$ cat config.mk
export PLATFORM = sky130hd
export DESIGN_NAME = priority_encoder_scan
export DESIGN_NICKNAME = d
export VERILOG_FILES = /design/src/rtl/priority_encoder_scan.sv
export SDC_FILE = /design/constraint.sdc
export NUM_CORES = 1
export LEC_CHECK = 0
export CAP_MARGIN = 20
export CORE_AREA = 5 5 42 44
export DETAILED_ROUTE_END_ITERATION = 12
export DIE_AREA = 0 0 47 49
export GPL_ROUTABILITY_DRIVEN = 0
export PLACE_DENSITY = 0.68
export SLEW_MARGIN = 25
export SYNTH_ARGS = -nofsm -noshare
export SYNTH_HDL_FRONTEND = slang
export SYNTH_SLANG_ARGS = --single-unit
$ cat constraint.sdc
create_clock -name CLK -period 1.1 [get_ports CLK]
set_input_delay 0.11 -clock CLK [delete_from_list [all_inputs] [get_ports CLK]]
set_output_delay 0.11 -clock CLK [all_outputs]
set_load 0.005 [all_outputs]
$ cat src/rtl/priority_encoder_scan.sv
// Sequential priority encoder: captures a multi-hot request vector on LOAD and
// emits the binary index of each set bit, highest first, one per VALID/READY
// handshake. DONE pulses for one cycle when the scan drains or a zero vector
// is loaded.
//
// Ports:
//   CLK    - clock, rising-edge
//   RST_N  - synchronous active-low reset
//   I      - request vector, sampled on an accepted LOAD
//   LOAD   - capture strobe, accepted only while idle
//   BUSY   - captured requests remain to be emitted
//   A      - code of the highest pending bit (0 while VALID=0)
//   VALID  - A holds a code
//   READY  - consumer accepts A on VALID && READY
//   DONE   - one-cycle completion pulse
module priority_encoder_scan #(
  parameter int unsigned N = 4,
  parameter int unsigned W = 2
) (
  input  logic         CLK,
  input  logic         RST_N,
  input  logic [N-1:0] I,
  input  logic         LOAD,
  output logic         BUSY,
  output logic [W-1:0] A,
  output logic         VALID,
  input  logic         READY,
  output logic         DONE
);

  typedef enum logic {
    IDLE = 1'b0,
    SCAN = 1'b1
  } state_t;

  state_t       state_q, state_d;
  logic [N-1:0] pending_q, pending_d;
  logic [W-1:0] code_q, code_d;
  logic         done_q, done_d;
  logic [N-1:0] cleared;

  // Index of the highest set bit of a vector (0 for an all-zero vector).
  function automatic logic [W-1:0] highest_index(input logic [N-1:0] v);
    logic [W-1:0] idx;
    idx = '0;
    for (int i = 0; i < int'(N); i++) begin
      if (v[i]) idx = W'(i);
    end
    return idx;
  endfunction

  // Pending vector with the currently presented code removed.
  assign cleared = pending_q & ~(N'(1) << code_q);

  // Next-state, next-pending and next-code logic.
  always_comb begin
    state_d   = state_q;
    pending_d = pending_q;
    done_d    = 1'b0;
    code_d    = '0;

    unique case (state_q)
      IDLE: begin
        if (LOAD) begin
          if (I != '0) begin
            pending_d = I;
            state_d   = SCAN;
          end else begin
            done_d = 1'b1;
          end
        end
      end
      SCAN: begin
        if (READY) begin
          pending_d = cleared;
          if (cleared == '0) begin
            state_d = IDLE;
            done_d  = 1'b1;
          end
        end
      end
      default: state_d = IDLE;
    endcase

    // The code is precomputed so A comes straight from a register.
    if (state_d == SCAN) code_d = highest_index(pending_d);
  end

  // State registers; reset wins over LOAD and READY and suppresses DONE.
  always_ff @(posedge CLK) begin
    if (!RST_N) begin
      state_q   <= IDLE;
      pending_q <= '0;
      code_q    <= '0;
      done_q    <= 1'b0;
    end else begin
      state_q   <= state_d;
      pending_q <= pending_d;
      code_q    <= code_d;
      done_q    <= done_d;
    end
  end

  assign BUSY  = (state_q == SCAN);
  assign VALID = (state_q == SCAN);
  assign A     = code_q;
  assign DONE  = done_q;

endmodule

==> impl_metrics.json <==
{
  "outcome": "finished, violations left",
  "violations": "setup timing",
  "cts_made_buffers": 3,
  "vias": 506,
  "yosysWarnings": 0,
  "max_freq_mhz": 791,
  "crit_path_max_fanout": 8,
  "clk_pin_slew_ns": 0.05,
  "cp_data_arrival_time_ns": 1.40,
  "finalCriticalPeriod_ns": 1.26,
  "grt_max_degree": 9,
  "hpwl_um": 884,
  "syn_inst": 51,
  "ir_drop_mv": 0.625,
  "clk_latency_ns": 0.25,
  "worst_pin_slew_ns": 0.322,
  "min-delay-start": "I[1]",
  "clkSinkCount": 8,
  "max-slew-margin-rel": 0.785,
  "cts_buffer_depth": 2,
  "synth-seq-cells": 8,
  "grt_pass1_vias": 540,
  "syn_to_final_growth_pct": 86.4,
  "drt-vias-per-instance": 5.16,
  "remaining_drc_errors": 0,
  "power_uw": 828,
  "start_util": 0.321,
  "drv_cap": 0,
  "slowest_delay_ns": 0.36,
  "drt_first_pass_iters": 1,
  "cp_slowest_cell": "dfxtp_4",
  "required_ns": 1.23,
  "cts_tree": "done",
  "finClkSkew_ns": 0.00203,
  "core-area_mm2": 0.00140,
  "wl_per_cell_um": 13.8,
  "cp_cell_sequence": "nand2b_4, a211oi_4, o311ai_2, a21oi_2, nor2b_1",
  "fin_ws_ns": -0.164,
  "critPathLaunchType": "register",
  "numPortBuffers": 12,
  "drtIter0Drc": 0,
  "critPathTopFamily": "compound AO/OA/AOI/OAI gates",
  "setup_viol": 7,
  "cts_htree_levels": 1,
  "seq_area_frac_synth": 0.357,
  "antenna_found_initial": 0,
  "r2r_start": "A[0]",
  "wl_mm": 1.35,
  "place_ws_ns": -0.586,
  "syn_avg_cell_area_um2": 8.81,
  "endpoint_kind": "register",
  "slew_viol_final": 0,
  "fp.dieW_um": 47,
  "synth_nets": 59,
  "drive_gt1_frac": 0.573,
  "die_h_um": 49,
  "io_pins": 13,
  "post-route-period-util": 1.15,
  "layout.nets": 92,
  "hp-class": "in2reg",
  "grt_setup_unrepaired": "true",
  "hold_viol": 0,
  "crit_buf_inv": 0,
  "grt.overflow.total": 0,
  "grt_pass1_wl_mm": 2.18,
  "rows": 14,
  "syn-cell-area_um2": 449,
  "antennaDiodeCount": 0,
  "grt_usage": 0.128,
  "critPathKind": "reg2reg",
  "die-area_mm2": 0.00230,
  "power.leakage_uw": 0.000342,
  "cts-root-buf": "clkbuf_4",
  "ant_nets": 0,
  "cp-startpoint": "A[0]",
  "powerDensity_mw_per_mm2": 990,
  "ys_types": 24
}
==> cell usage in the layout (no fill, tap or decap), types with 2 or more instances in the layout <==
cell type,n
a21oi_2,5
and2_1,4
buf_4,16
clkbuf_4,3
clkdlybuf4s15_1,3
clkdlybuf4s50_1,3
dfxtp_1,4
dfxtp_4,3
dlygate4sd2_1,6
nand2_1,5
nand2b_4,2
nor2_1,2
nor2b_1,2
o21ai_1,2
o21ai_2,2
==> cell families (layout without fill, tap and decap cells) <==
logic type / count (synthesis) / in the layout / share of synthesized area
AND/OR/NAND/NOR: 25 / 25 / 0.365
buffers and inverters: 2 / 33 / 0.0251
AO/OA/AOI/OAI: 16 / 16 / 0.254
flip-flops: 8 / 8 / 0.357
==> through the flow <==
stage               cells  utilization  hold WS, ns  instance area [µm²]  TNS [ns]
floorplan              51            -        0.232                  493    -0.173
global placement       89        0.505        0.682                  708     -3.47
detailed placement     89        0.505        0.685                  708     -3.47
CTS                    97        0.570        0.421                  798    -0.695
global route           98        0.597        0.474                  837     -1.14
finish                 98        0.597        0.430                  837    -0.748
==> routing by layer <==
layer,GRT usage,part of all wire,vias to the layer above
met5,0,0,-
met4,0.0922,0.039,0
met3,0.0148,0.052,6
met2,0.199,0.51,14
met1,0.154,0.40,234
li1,-,-,252
==> worst min-delay path, cell delays in order <==
cell and delay, ns:
clkdlybuf4s15_1 0.21, nand2_1 0.11, a21oi_2 0.08, and2_1 0.12
==> Yosys cell counts <==
master	number	area [µm²]
o311ai_2	1	16.3
and2_1	4	25.0
a31oi_1	1	6.26
o21ai_0	5	25.0
a32o_1	1	10.0
nor4_4	1	21.3
a22oi_1	1	7.51
a21oi_1	3	15.0
a211oi_1	1	7.51
nor4b_1	1	8.76
nor4_1	1	6.26
and2b_2	1	8.76
nand3_1	1	5.00
nand2b_1	2	12.5
nor3b_2	1	12.5
dfxtp_1	8	160
nor2b_1	3	18.8
nand2_1	6	22.5
nor2_1	3	11.3
and4b_2	1	11.3
a32oi_1	1	8.76
a21oi_2	2	17.5
buf_4	1	7.51
inv_1	1	3.75
==> cell type report <==
| class | count | area (µm²) |
|---|---|---|
| Clock buffer | 3 | 22.5 |
| Inverter | 1 | 3.75 |
| Multi-Input combinational cell | 41 | 374 |
| Fill cell | 134 | 564 |
| Tap cell | 16 | 20.0 |
| Sequential cell | 8 | 173 |
| Timing Repair Buffer | 29 | 244 |
==> power by group <==
group          internal (µW)  leakage (µW)  switching [µW]
Sequential               310     0.0000681            29.2
Combinational            153      0.000260             118
Clock                    124     0.0000138            94.0
Total                    587      0.000342             241
==> state kept, by name, summed over array words and instances (netlist names) <==
register   flops
A              2
BUSY           1
DONE           1
pending_q      4
==> what timing repair did <==
action	in CTS	in global routing
hold buffers	0	0
gates resized for setup	25	9
setup endpoints to repair	13	10
setup buffers	5	1
pin swaps	9	9
hold endpoints to repair	0	0
==> final timing paths <==
kind / cells past startpoint / to / slack [ns]
min reg2reg: 3 / pending_q[3] / 0.67
max: 5 / BUSY / -0.16
max reg2reg: 5 / BUSY / -0.16
min: 4 / pending_q[1] / 0.43
No activity file was read; power rests on OpenSTA's default activity.
